<file path="config.mk">
export PLATFORM = sky130hd
export DESIGN_NAME = go_dispatcher
export DESIGN_NICKNAME = d
export VERILOG_FILES = /design/src/rtl/dispatch_pkg.sv /design/src/rtl/job_fifo.sv /design/src/rtl/go_dispatcher.sv
export SDC_FILE = /design/constraint.sdc
export NUM_CORES = 1
export LEC_CHECK = 0
export BUFFER_PORTS_ARGS = -buffer_cell sky130_fd_sc_hd__buf_2
export CAP_MARGIN = 30
export CORE_MARGIN = 2
export CORE_UTILIZATION = 40
export CTS_BUF_LIST = sky130_fd_sc_hd__clkbuf_2
export CTS_CLUSTER_SIZE = 28
export DETAILED_ROUTE_END_ITERATION = 8
export SYNTH_ARGS = -nofsm -noshare
export SYNTH_HDL_FRONTEND = slang
export SYNTH_SLANG_ARGS = --single-unit
</file>
<file path="constraint.sdc">
create_clock -name clk -period 2.74 [get_ports clk]
set_clock_uncertainty 0.1 [all_clocks]
set_input_delay 0 -clock clk [delete_from_list [all_inputs] [get_ports clk]]
set_output_delay 0 -clock clk [all_outputs]
set_load 0.005 [all_outputs]
</file>
<file path="src/rtl/dispatch_pkg.sv">
// Shared types and default sizing for the go/done job dispatcher.
package dispatch_pkg;
    typedef enum logic [1:0] {IDLE, ISSUE, WAIT_DONE, ACK} dispatch_state_t;

    localparam int DEF_DEPTH    = 4;
    localparam int DEF_ID_WIDTH = 4;
    localparam int DEF_TIMEOUT  = 255;
endpackage

</file>
<file path="src/rtl/job_fifo.sv">
// Small register FIFO holding pending job IDs; head is read combinationally.
module job_fifo #(
    parameter int DEPTH = 4,
    parameter int WIDTH = 4
) (
    input  logic                     clk,
    input  logic                     rst,
    input  logic                     push,
    input  logic                     pop,
    input  logic [WIDTH-1:0]         wdata,
    output logic [WIDTH-1:0]         rdata,
    output logic                     full,
    output logic                     empty,
    output logic [$clog2(DEPTH):0]   count
);
    localparam int AW = $clog2(DEPTH);
    localparam logic [AW:0] FULL_CNT = (AW+1)'(DEPTH);

    logic [WIDTH-1:0] mem_q [DEPTH];
    logic [AW-1:0]    wptr_q, rptr_q;
    logic [AW:0]      count_q;
    logic             push_en, pop_en;

    assign push_en = push && !full;
    assign pop_en  = pop && !empty;

    always_ff @(posedge clk) begin
        if (rst) begin
            wptr_q  <= '0;
            rptr_q  <= '0;
            count_q <= '0;
            for (int i = 0; i < DEPTH; i++) mem_q[i] <= '0;
        end else begin
            if (push_en) begin
                mem_q[wptr_q] <= wdata;
                wptr_q        <= wptr_q + AW'(1);
            end
            if (pop_en) rptr_q <= rptr_q + AW'(1);
            count_q <= count_q + (AW+1)'(push_en) - (AW+1)'(pop_en);
        end
    end

    assign rdata = mem_q[rptr_q];
    assign full  = (count_q == FULL_CNT);
    assign empty = (count_q == '0);
    assign count = count_q;
endmodule

</file>
<file path="src/rtl/go_dispatcher.sv">
// Issues queued job IDs to the go/done controller one at a time, with a
// per-job timeout and a one-cycle completion record.
module go_dispatcher
    import dispatch_pkg::*;
#(
    parameter int DEPTH    = DEF_DEPTH,
    parameter int ID_WIDTH = DEF_ID_WIDTH,
    parameter int TIMEOUT  = DEF_TIMEOUT
) (
    input  logic                     clk,
    input  logic                     rst,
    input  logic                     req_valid,
    output logic                     req_ready,
    input  logic [ID_WIDTH-1:0]      req_id,
    output logic                     go,
    input  logic                     done,
    output logic                     ack,
    output logic                     cpl_valid,
    output logic [ID_WIDTH-1:0]      cpl_id,
    output logic                     cpl_timeout,
    output logic                     busy,
    output logic [$clog2(DEPTH):0]   occupancy,
    output logic                     stray_done
);
    localparam int TW = $clog2(TIMEOUT + 1);
    localparam logic [TW-1:0] T_LAST = TW'(TIMEOUT - 1);
    localparam logic [TW-1:0] T_MAX  = TW'(TIMEOUT);

    dispatch_state_t     state_q, state_d;
    logic [TW-1:0]       timer_q, timer_d;
    logic                tflag_q, tflag_d;
    logic                stray_q, stray_d;
    logic                fifo_full, fifo_empty;
    logic [ID_WIDTH-1:0] head;

    job_fifo #(.DEPTH(DEPTH), .WIDTH(ID_WIDTH)) u_fifo (
        .clk   (clk),
        .rst   (rst),
        .push  (req_valid && req_ready),
        .pop   (state_q == ACK),
        .wdata (req_id),
        .rdata (head),
        .full  (fifo_full),
        .empty (fifo_empty),
        .count (occupancy)
    );

    always_ff @(posedge clk) begin
        if (rst) begin
            state_q <= IDLE;
            timer_q <= '0;
            tflag_q <= 1'b0;
            stray_q <= 1'b0;
        end else begin
            state_q <= state_d;
            timer_q <= timer_d;
            tflag_q <= tflag_d;
            stray_q <= stray_d;
        end
    end

    always_comb begin
        state_d = state_q;
        timer_d = timer_q;
        tflag_d = tflag_q;
        stray_d = stray_q | (done && state_q != WAIT_DONE);
        case (state_q)
            IDLE:      if (!fifo_empty) state_d = ISSUE;
            ISSUE: begin
                timer_d = '0;
                state_d = WAIT_DONE;
            end
            WAIT_DONE: begin
                if (timer_q != T_MAX) timer_d = timer_q + TW'(1);
                // done wins over a timeout landing in the same cycle
                if (done) begin
                    state_d = ACK;
                    tflag_d = 1'b0;
                end else if (timer_q == T_LAST) begin
                    state_d = ACK;
                    tflag_d = 1'b1;
                end
            end
            ACK:       state_d = IDLE;
            default:   state_d = IDLE;
        endcase
    end

    assign req_ready   = !fifo_full;
    assign go          = (state_q == ISSUE);
    assign ack         = (state_q == ACK);
    assign cpl_valid   = (state_q == ACK);
    assign cpl_id      = (state_q == ACK) ? head : '0;
    assign cpl_timeout = (state_q == ACK) && tflag_q;
    assign busy        = (state_q != IDLE) || !fifo_empty;
    assign stray_done  = stray_q;
endmodule

</file>
-- Yosys cells after proc, flatten, opt, wreduce, memory -nomap -nowiden
Memories as Yosys holds them, arrays and structs flattened. A register that Yosys moved wholly into a read port is not among the register bits.
Cells that the tools add are included.
- bits in writable memories: 16
- memories kept: 1
- input port bits: 8
- register bits: 19
- memory list (name ; depth ; width ; rd ports ; clocked after Yosys merged registers in ; wr ports ; line ; source):
    u_fifo.mem_q ; 4 ; 4 ; 1 ; 1 ; 4 ; job_fifo.sv:19 ; logic [WIDTH-1:0] mem_q [DEPTH];
- eq/ne operators: 10
- add/sub/neg operators: 5
- reduce and logical (&&, ||, !) cells: 17
- bitwise operators: 1
- mux-type cells: 19
- operator list (operator ; number):
    8-bit case mux with 2 select lines ; 1
    2-bit 2-to-1 mux ; 6
    8-bit by 1-bit adder with 8-bit output, second input constant ; 1
    8-bit equality test, second input constant ; 1
    1-bit 2-to-1 mux ; 8
    4-bit 2-to-1 mux ; 2
    8-bit 2-to-1 mux ; 1
    8-bit != test, second input constant ; 1
    2-bit case mux with 4 select lines ; 1
    2-bit != test, second input constant ; 3
    2-bit AND reduction ; 3
    2-bit nonzero test ; 3
    1-bit logical AND ; 5
    2-bit by 1-bit adder with 2-bit output, second input constant ; 2
    2-bit equality test, second input constant ; 2
    4-bit OR reduction ; 1
    3-bit by 1-bit adder with 3-bit output ; 1
    3-bit equality test, second input constant ; 1
    3-bit logical NOT ; 1
    3-bit != test, second input constant ; 1
    3-bit by 1-bit subtractor with 3-bit output ; 1
    2-bit by 1-bit equality test with 1-bit output, second input constant ; 1
    1-bit logical NOT ; 2
    2-bit logical NOT ; 1
    other kinds (2) ; 2

-- Logic depth before layout (Yosys ltp)
Gate-level depths: netlist (run 1).
- depth in word-level cells: 9
- mapped depth: 9
- mapped depth without buffers: 9

-- Hierarchy
From an unflattened synthesis (run 1), not the netlist that was laid out.
- cells, all modules: 174
- area, all modules: 1808.0 um^2
- by module, submodules not included (module ; times used ; area each (um^2) ; seq. area each (um^2) ; cells each):
    job_fifo ; 1 ; 1127.3 ; 660.6 ; 92
    go_dispatcher ; 1 ; 680.7 ; 240.2 ; 82

-- Least setup slack after synthesis (run 1)
OpenSTA, ideal clock, no wires.
- kind: register to register
- from: register state_q[0]
- to: register u_fifo.count_q[2], in the netlist u_fifo.count[2]
- cell stages (with the launch flop): 10
- clock period less this slack: 2.153 ns
- data required time: 2.512 ns
- path buffers: 0
- setup time: 0.128 ns
- setup slack: 0.587 ns
- data arrival time: 1.925 ns
- cell sequence: dfxtp_1 > ha_1 > o31a_2 > ha_1 > inv_1 > ha_1 > fa_1 > xnor2_1 > xnor2_1 > nor2_1
- longest elaborated chain between the ends: 3
- ends and longest elaborated chain (item ; line ; source):
    from (decl) ; go_dispatcher.sv:29 ; dispatch_state_t state_q, state_d;
    from (signal assigned) ; go_dispatcher.sv:55 ; state_q <= state_d;
    2-bit equality test ; - ;
    net ack ; go_dispatcher.sv:17 ; output logic ack,
    1-bit logical AND ; job_fifo.sv:25 ; assign pop_en = pop && !empty;
    net u_fifo.pop_en ; job_fifo.sv:22 ; logic push_en, pop_en;
    3-bit by 1-bit subtractor with 3-bit output ; job_fifo.sv:39 ; count_q <= count_q + (AW+1)'(push_en) - (AW+1)'(pop_en);
    to (signal assigned) ; job_fifo.sv:39 ;
    to (decl) ; job_fifo.sv:21 ; logic [AW:0] count_q;
The timed path passes the listed nets, and every way through them passes these cells.
A chain may end at the register's enable or synchronous reset.

-- Worst setup path in the final report (run 1)
- from: register state_q[0]
- to: register u_fifo.count_q[2], in the netlist u_fifo.count[2]
- longest elaborated chain between the ends: 3
- ends and longest elaborated chain (item ; line ; source):
    2-bit equality test ; go_dispatcher.sv:40 ; .pop (state_q == ACK),
    1-bit logical AND ; job_fifo.sv:25 ;
    net u_fifo.pop_en ; job_fifo.sv:22 ;
    3-bit by 1-bit subtractor with 3-bit output ; job_fifo.sv:39 ;
The timed path passes the listed nets, and every way through them passes these cells.

==> results of run 1 <==
-- per-layer routing --
layer | part of all wire, % | vias to the layer above | GRT usage, % | routed length, µm
li1 | - | 709 | - | -
met1 | 46 | 655 | 19.1 | 1770
met2 | 49 | 44 | 27.3 | 1900
met3 | 4.9 | 2 | 4.83 | 190
met4 | 0.59 | 0 | 5.14 | 23
met5 | 0 | - | 0 | 0
-- placed cells by master (no fill, tap or decap), types with 5 or more instances in the layout --
cell and instances:
nand4_1 7, dfxtp_1 21, nor2_1 19, inv_1 16, buf_2 21, clkbuf_2 5, dlygate4sd3_1 8, a211oi_1 5
ha_1 9, o21ai_0 5, nand3_1 5, and2_1 9, edfxtp_1 16
-- worst register-to-register path, cell delays in order (launching register included) --
cell and delay, ns:
dfxtp_1 0.39, ha_1 0.32, o31a_2 0.18, ha_1 0.28, inv_1 0.04, ha_1 0.19
fa_1 0.39, xnor2_1 0.18, xnor2_1 0.14, nor2_1 0.05
-- power groups by stage --
stage | sequential, mW | combinational [mW] | clock [mW]
floorplan | 0.705 | 0.293 | 0
global placement | 0.712 | 0.382 | 0
detailed placement | 0.722 | 0.400 | 0
CTS | 0.710 | 0.411 | 0.445
global route | 0.721 | 0.461 | 0.468
finish | 0.710 | 0.409 | 0.434
-- path summary, 6_finish.rpt --
| kind | from | endpoint | slack [ns] | depth (start not counted) |
|---|---|---|---|---|
| setup / recovery | state_q[0]$_SDFFE_PP0P_ | u_fifo.count[2]$_SDFF_PP0_ | 0.41 | 9 |
| hold / removal | done | stray_done$_SDFF_PP0_ | 0.32 | 4 |
| setup reg to reg | state_q[0]$_SDFFE_PP0P_ | u_fifo.count[2]$_SDFF_PP0_ | 0.41 | 9 |
| hold reg to reg | stray_done$_SDFF_PP0_ | stray_done$_SDFF_PP0_ | 0.41 | 2 |
-- flip-flops by register name (all words and copies together) (netlist names), named ones only --
signal         count
state_q            2
stray_done         1
tflag_q            1
timer_q            8
u_fifo.count       3
u_fifo.mem_q      16
u_fifo.rptr_q      2
u_fifo.wptr_q      2
-- stage by stage --
stage	worst slack, ns	power, mW
2_1_floorplan	0.587	0.998
3_5_place_dp	0.421	1.12
6_report	0.408	1.55
5_1_grt	0.243	1.65
4_1_cts	0.396	1.57
3_3_place_gp	0.526	1.09
-- cell families after synthesis --
logic type	count (synthesis)	share of synthesized area (%)
muxes	8	6.94
xor gates and xnor gates	4	1.85
AOI/OAI and AO/OA	27	10.6
and+or+nand+nor	69	20.9
adders and majority gates	10	7.00
DFF	37	47.6
buffers and inverters	24	5.22
-- cells in the mapped netlist, drive strengths merged, types with 3 or more instances --
cell    instances  area [µm²]
and2            9        56.3
mux4            4        90.1
nor3            4        20.0
and4            4        35.0
a211oi          5        37.5
nand3           5        25.0
a21oi           3        15.0
xnor2           3        26.3
edfxtp         16         480
nand2           3        11.3
ha              9         113
clkbuf          3        11.3
or2             3        18.8
dfxtp          21         420
mux2i           3        30.0
inv            17        63.8
nand4           7        43.8
buf             4        23.8
nor2           19        71.3
o21ai           5        25.0
o211ai          3        22.5
nor2b           4        25.0
-- area by class of cell --
type | count | area (µm²)
clock inverters | 3 | 65.1
well taps | 54 | 67.6
clock buffers | 5 | 25.0
flip-flops and latches | 37 | 901
inverters | 17 | 63.8
fillers | 447 | 2430
repair buffers | 29 | 185
multi-input cells | 118 | 895
==> metrics.md, run 1 <==
| Metric | Value |
|---|---|
| First-pass GRT wire length | `6500 µm` |
| Drt via density | `~5.4` |
| Max cap viols | `0` |
| Hold_buf cts | `8` |
| Gr ovfl total | `0` |
| Period utilization | `between 80% and 90%` |
| CTS tree | `built` |
| Hold Slack | `roughly 0.32 ns` |
| Clock-pin slew of the registers on the worst-case setup and hold paths | `approximately 0.2 ns` |
| NumNets Final | `around 230` |
| Via count | `between 1000 and 1500` |
| Post-Place Cell Area | `2030 µm²` |
| Placer Congestion | `0.836` |
| Die Width | `roughly 73 µm` |
| Yosys Warn Count | `0` |
| IO Pins | `22` |
| CTS Buf Count | `5` |
| Power Internal | `approximately 1.1 mW` |
| Final wirelength | `3880 µm` |
| Post-Route Setup TNS | `0 ns` |
| Syn Std Cell Area | `around 1900 µm²` |
| Layout cells sized above 1 | `between 10% and 20%` |
| Comb power frac | `26.3%` |
| Critical path, cell by cell | `ha_1 > o31a_2 > ha_1 > inv_1 > ha_1 > fa_1 > xnor2_1 > xnor2_1 > nor2_1` |
| Slew @ Worst Pin | `~0.66 ns` |
| Synth Instances | `179` |
| Clk root buf | `clkbuf_2` |
| Slew Viols, Final | `0` |
| Clock sink total | `37` |
| PwrDens | `slightly above 700 nW/µm²` |
| Pin count of the biggest net entering global routing | `22` |
| Family with the most delay on the worst path | `adder cells` |
| Post-synth net total | `197` |
| Initial Utilization | `roughly 41%` |
| Final Hold Viols | `0` |
| Antenna violations before repair | `0` |
| Sequential fraction of the synthesis area | `47.6%` |
| Leakage Power | `approximately 0.9 nW` |
| Die area | `~5300 µm²` |
| I/O Buffers | `21` |
| Hold WC Path Type | `in2reg` |
| Fmax | `0.429 GHz` |
| # setup viols final | `0` |
| ANT nets after route | `0` |
| Insertion delay to the later sink of the worst-skew pair | `0.38 ns` |
| Flop pwr share | `45.7%` |
| Post-cts sizing count | `0` |
| Starting DRT DRC Count | `85` |
| Post-synthesis register bit count | `37` |
| Switching pwr | `about 480 µW` |
| Postcts setup bufs | `0` |
| Clock power frac | `between 20% and 30%` |
| Clk buf depth | `2` |
| Drt pass-1 iters | `4` |
| DRC viols | `0` |
| Critical path peak fanout | `9` |
| Routed len/inst | `~15 µm` |
| Core Region | `4630 µm²` |
| Number of synthesized flops with an enable pin | `16` |
| Sw frac | `between 30% and 40%` |
| H-Tree Depth | `2` |
| Bufs and invs on worst path | `1` |
| Overall Global Routing Usage | `15.9%` |
| Category of the most critical setup path | `reg2reg` |
| VDD IR max | `between 300 and 400 µV` |
| Placed cells | `~250` |
| Non-filler instance count after layout | `approximately 260` |
| Final Core Density | `between 40% and 50%` |
| Worst EP arrival | `2.52 ns` |
| Die Height | `~73 µm` |
| RSZ-0062 raised after global routing | `no` |
| Crit-path max cell delay | `roughly 0.39 ns` |
| Worst EP required | `around 2.9 ns` |
| Hpwl dp | `2920 µm` |
| Outcome | `complete, no violations` |
| Post-synthesis average cell area | `between 10 and 15 µm²` |
| Slew margin rel. | `between 50% and 60%` |
| Shortest period the worst path allows | `about 2.3 ns` |
| Number of global-route vias before repair | `1416` |
| CP endpoint kind | `flip-flop` |
| Num rows | `25` |
| Final Cell Area | `~2200 µm²` |
| Ant diodes | `0` |
| Ys async rst share | `0%` |
| CP most frequent cell | `ha_1` |
| Crit-path slowest cell | `dfxtp_1` |
| Synth-to-Final Area Change | `16.2%` |
| Top_reg_cell synth | `dfxtp_1` |
| Unique masters post-synth | `47` |
| Startpoint Class | `flip-flop` |
No activity file was read; power rests on OpenSTA's default activity.
==> run 2: changes to the inputs <==
- clock period: 2.74 -> 2.5 ns (I/O delays scaled with it)
==> metrics.md, run 2 (synthesis results as in run 1) <==
| Metric | Value |
|---|---|
| Outcome | `complete, no violations` |
| Post-Place Cell Area | `~2000 µm²` |
| Number of global-route vias before repair | `approximately 1500` |
| Final wirelength | `~4000 µm` |
| Switching pwr | `538 µW` |
| Category of the most critical setup path | `reg2reg` |
| Hold Slack | `~0.29 ns` |
| Slew Viols, Final | `0` |
| Crit-path slowest cell | `dfxtp_1` |
| Max cap viols | `0` |
| DP Worst Slack | `about 0.24 ns` |
| Overall Global Routing Usage | `17.0%` |
| Non-filler instance count after layout | `about 260` |
| Post-Route Setup TNS | `0 ns` |
| DRC viols | `0` |
| Critical path, cell by cell | `o31a_2 > ha_1 > inv_1 > ha_1 > fa_1 > xnor2_1 > xnor2_1 > nor2_1` |
| Crit-path max cell delay | `0.44 ns` |
| Worst EP required | `about 2.7 ns` |
| H-Tree Depth | `2` |
| Period utilization | `about 92%` |
| ANT nets after route | `0` |
| Worst EP arrival | `approximately 2.5 ns` |
| Initial Utilization | `40.9%` |
| First-pass GRT wire length | `approximately 7000 µm` |
| Die Width | `72.8 µm` |
| Ant diodes | `0` |
| Comb power frac | `roughly 28%` |
| Clk buf depth | `2` |
| Pin count of the biggest net entering global routing | `22` |
| Slew margin rel. | `55.3%` |
| Die area | `between 5000 and 6000 µm²` |
| Layout cells sized above 1 | `between 10% and 20%` |
| CTS tree | `built` |
| Met3 wire length | `roughly 130 µm` |
| Antenna violations before repair | `0` |
| Clock sink total | `37` |
| R2R Path Start | `u_fifo.count[1]$_SDFF_PP0_` |
| Routed len/inst | `about 15 µm` |
| Final Core Density | `a little under half` |
| Num rows | `25` |
| IO Pins | `22` |
| Clock power frac | `between 20% and 30%` |
| Final Hold Viols | `0` |
| WL met2 | `2060 µm` |
| Shortest period the worst path allows | `2.31 ns` |
| Power Internal | `around 1.1 mW` |
| NumNets Final | `~230` |
| Total power | `roughly 1.6 mW` |
| Critical path peak fanout | `7` |
| CP endpoint kind | `flip-flop` |
| RSZ-0062 raised after global routing | `no` |
| Fmax | `about 0.43 GHz` |
| Slew @ Worst Pin | `between 0.6 and 0.7 ns` |
| Placed cells | `roughly 250` |
| Core Region | `around 4600 µm²` |
| Crit. Startpoint | `u_fifo.count[1]$_SDFF_PP0_` |
| Highest routed layer | `met4` |
| Clk root buf | `clkbuf_2` |
| Hold WC Path Type | `in2reg` |
| Flop pwr share | `around half` |
| Gr ovfl total | `0` |
| CTS Buf Count | `5` |
| Starting DRT DRC Count | `67` |
| Die Height | `~73 µm` |
| VDD IR max | `around 340 µV` |
| Synth-to-Final Area Change | `15.7%` |
| Sw frac | `33.3%` |
| Clock-pin slew of the registers on the worst-case setup and hold paths | `0.22 ns` |
| Placer Congestion | `around 0.83` |
| Via count | `~1400` |
| Hpwl dp | `between 2000 and 3000 µm` |
| # setup viols final | `0` |
| I/O Buffers | `21` |
| Worst hold start | `done` |
| Max FFs per register | `16` |
| Insertion delay to the later sink of the worst-skew pair | `just over 0.4 ns` |
| Drt pass-1 iters | `4` |
| Final worst slack | `approximately 0.2 ns` |
| PwrDens | `737 nW/µm²` |
| Top reg by flops | `u_fifo.mem_q` |
| Startpoint Class | `flip-flop` |
| Postcts setup bufs | `0` |
| Final Cell Area | `about 2200 µm²` |
| M1 WL | `roughly 1700 µm` |
| Drt via density | `~5.4` |
| Commonest non-fill, non-tap cells in the layout | `dfxtp_1 (21), buf_2 (21), nor2_1 (19), inv_1 (16), edfxtp_1 (16)` |
| Leakage Power | `0.875 nW` |
## run 2: changes by cell type in the layout (fill, tap and decap cells not counted), sizes merged
cell      change
buf           +1
bufinv        -1
clkinvlp      +1
## run 2: what timing repair did
| action | 4_1_cts | 5_1_grt |
|---|---|---|
| resized for setup | 0 | 0 |
| endpoints found under the hold margin | 30 | 0 |
| hold buffers | 8 | 0 |
## run 2: power groups by stage
stage               sequential [mW]  clock (mW)  combinational (mW)
finish                        0.778       0.392               0.445
global route                  0.792       0.431               0.508
CTS                           0.778       0.400               0.450
detailed placement            0.791           0               0.439
global placement              0.780           0               0.423
floorplan                     0.773           0               0.321
## run 2: cell type report
type                    instances  area, µm²
clock buffers                   5       25.0
clock inverters                 3       46.3
fillers                       439       2440
inverters                      17       63.8
multi-input cells             118        895
flip-flops and latches         37        901
well taps                      54       67.6
repair buffers                 30        193
## run 2: worst paths after layout
| path | endpoint | slack, ns | cells after the start |
|---|---|---|---|
| setup / recovery | u_fifo.count[2]$_SDFF_PP0_ | 0.19 | 8 |
| hold / removal | stray_done$_SDFF_PP0_ | 0.29 | 4 |
| setup reg to reg | u_fifo.count[2]$_SDFF_PP0_ | 0.19 | 8 |
| hold reg to reg | stray_done$_SDFF_PP0_ | 0.40 | 2 |
## run 2: critical path, delay by kind of cell (launching register included)
kind | cells | cell delay [ns]
AOI/OAI and AO/OA | 1 | 0.40
adders and majority gates | 3 | 0.87
DFF | 1 | 0.44
xor gates and xnor gates | 2 | 0.30
buffers and inverters | 1 | 0.04
and+or+nand+nor | 1 | 0.07
## run 2: metal layers
| metal | track usage, % | vias up |
|---|---|---|
| li1 | - | 709 |
| met1 | 19.5 | 688 |
| met2 | 30.1 | 28 |
| met3 | 4.28 | 11 |
| met4 | 6.79 | 0 |
| met5 | 0 | - |
==> run 3: changes to the inputs <==
- CORE_UTILIZATION: 40 -> 60
- CTS_BUF_LIST: sky130_fd_sc_hd__clkbuf_2 -> sky130_fd_sc_hd__clkbuf_8
- PLACE_DENSITY: default -> 0.82
==> metrics.md, run 3 (synthesis results as in run 1) <==
| Metric | Value |
|---|---|
| Final Hold Viols | `0` |
| Ant diodes | `0` |
| Total power | `between 1.5 and 2 mW` |
| Via count | `~1400` |
| Max cap viols | `0` |
| Met3 wire length | `approximately 120 µm` |
| Starting DRT DRC Count | `74` |
| Die Height | `~60 µm` |
| Worst hold start | `req_valid` |
| Category of the most critical setup path | `reg2reg` |
| I/O Buffers | `21` |
| Die area | `~3600 µm²` |
| Leakage Power | `0.870 nW` |
| Placer Congestion | `0.827` |
| Gr ovfl total | `0` |
| CP endpoint kind | `flip-flop` |
| Hold path depth | `3` |
| Pin count of the biggest net entering global routing | `22` |
| R2R Path Start | `state_q[0]$_SDFFE_PP0P_` |
| Final wirelength | `~3600 µm` |
| Worst reg2reg endpoint | `u_fifo.count[2]$_SDFF_PP0_` |
| H-Tree Depth | `2` |
| IO Pins | `22` |
| Routed len/inst | `roughly 14 µm` |
| Clock sink total | `37` |
| Max FFs per register | `16` |
| ANT nets after route | `0` |
| PwrDens | `739 nW/µm²` |
| Hold_buf cts | `6` |
| Critical path peak fanout | `9` |
| Overall Global Routing Usage | `around 22%` |
| Slew @ Worst Pin | `0.716 ns` |
| WL met2 | `approximately 1900 µm` |
| Commonest non-fill, non-tap cells in the layout | `dfxtp_1 (21), buf_2 (21), nor2_1 (19), inv_1 (18), edfxtp_1 (16)` |
| Worst EP arrival | `2.40 ns` |
| Initial Utilization | `between 60% and 70%` |
| Clock-pin slew of the registers on the worst-case setup and hold paths | `0.07 ns` |
| Layout cells sized above 1 | `roughly 18%` |
| R2R Setup Slk | `around 0.16 ns` |
| Period utilization | `between 90% and 100%` |
| Drt pass-1 iters | `4` |
| DRC viols | `0` |
| Insertion delay to the later sink of the worst-skew pair | `roughly 0.28 ns` |
| CTS tree | `built` |
| Clk buf depth | `2` |
| Postcts setup bufs | `0` |
| R2R depth | `9` |
| Antenna violations before repair | `0` |
| Worst EP required | `around 2.6 ns` |
| Fmax | `~0.43 GHz` |
| Hold WC Path Type | `in2reg` |
| Num rows | `20` |
| Synth-to-Final Area Change | `14.1%` |
| First-pass GRT wire length | `5850 µm` |
| RSZ-0062 raised after global routing | `no` |
| VDD IR max | `a little over 500 µV` |
| Die Width | `60.2 µm` |
| Post-Route Setup TNS | `0 ns` |
| Slew margin rel. | `about half` |
| Startpoint Class | `flip-flop` |
| Hpwl dp | `2650 µm` |
| NumNets Final | `224` |
| Hold EP | `u_fifo.wptr_q[1]$_SDFFE_PP0P_` |
| Clk root buf | `clkbuf_8` |
| Drt via density | `approximately 5.6` |
| Slew Viols, Final | `0` |
| M1 WL | `around 1600 µm` |
| # setup viols final | `0` |
| Highest routed layer | `met4` |
| Shortest period the worst path allows | `around 2.3 ns` |
| Number of global-route vias before repair | `1300` |
| Post-cts sizing count | `0` |
| Number of fill cells | `240` |
| Core Region | `3030 µm²` |
| CTS Buf Count | `5` |
| Outcome | `complete, no violations` |
| Top reg by flops | `u_fifo.mem_q` |
## run 3: changes by cell type in the layout (fill, tap and decap cells not counted), sizes merged
cell	delta
inv	+2
dlygate4sd3	-2
buf	-1
clkinvlp	-1
bufinv	-1
## run 3: layout make-up
cell class	count	area, µm²	area share, %
Sequential cell	37	901	41.7
Multi-Input combinational cell	118	895	41.4
Timing Repair Buffer	27	165	7.64
Clock buffer	5	68.8	3.18
Inverter	17	63.8	2.95
Tap cell	44	55.1	2.55
Clock inverter	3	12.5	0.579
## run 3: per-layer routing
metal | global-route usage [%] | vias to the layer above
met5 | 0 | -
li1 | - | 705
met3 | 5.19 | 4
met4 | 9.52 | 0
met2 | 39.9 | 35
met1 | 25.4 | 665
## run 3: worst max-delay path by stage
stage,startpoint,to,slack (ns)
after detailed placement,state_q[0]$_SDFFE_PP0P_,u_fifo.count[2]$_SDFF_PP0_,0.17
after global placement,state_q[0]$_SDFFE_PP0P_,u_fifo.count[2]$_SDFF_PP0_,0.29
after floorplan,state_q[0]$_SDFFE_PP0P_,u_fifo.count[2]$_SDFF_PP0_,0.35
after global routing,state_q[0]$_SDFFE_PP0P_,u_fifo.count[2]$_SDFF_PP0_,0.06
after CTS,state_q[0]$_SDFFE_PP0P_,u_fifo.count[2]$_SDFF_PP0_,0.15
final,state_q[0]$_SDFFE_PP0P_,u_fifo.count[2]$_SDFF_PP0_,0.16
## run 3: critical path: stages, from the launching register on
cell and delay [ns]:
dfxtp_1 0.35, ha_1 0.32, o31a_2 0.17, ha_1 0.29, inv_1 0.04, ha_1 0.18, fa_1 0.39, xnor2_1 0.18
xnor2_1 0.14, nor2_1 0.06
## run 3: stage by stage
| stage | hold WS [ns] | utilization [%] | setup slack [ns] | cells | cell area, µm² |
|---|---|---|---|---|---|
| 2_1_floorplan | 0.00141 | - | 0.347 | 179 | 1890 |
| 3_3_place_gp | 0.117 | 66.7 | 0.291 | 237 | 2020 |
| 3_5_place_dp | 0.133 | 66.7 | 0.168 | 237 | 2020 |
| 4_1_cts | 0.0617 | 71.4 | 0.152 | 251 | 2160 |
| 5_1_grt | 0.0860 | 71.4 | 0.0631 | 251 | 2160 |
| 6_report | 0.0732 | 71.4 | 0.156 | 251 | 2160 |
## run 3: power breakdown
part / switching, mW / internal (mW)
Combinational: 0.241 / 0.199
Clock: 0.193 / 0.187
Sequential: 0.0717 / 0.706
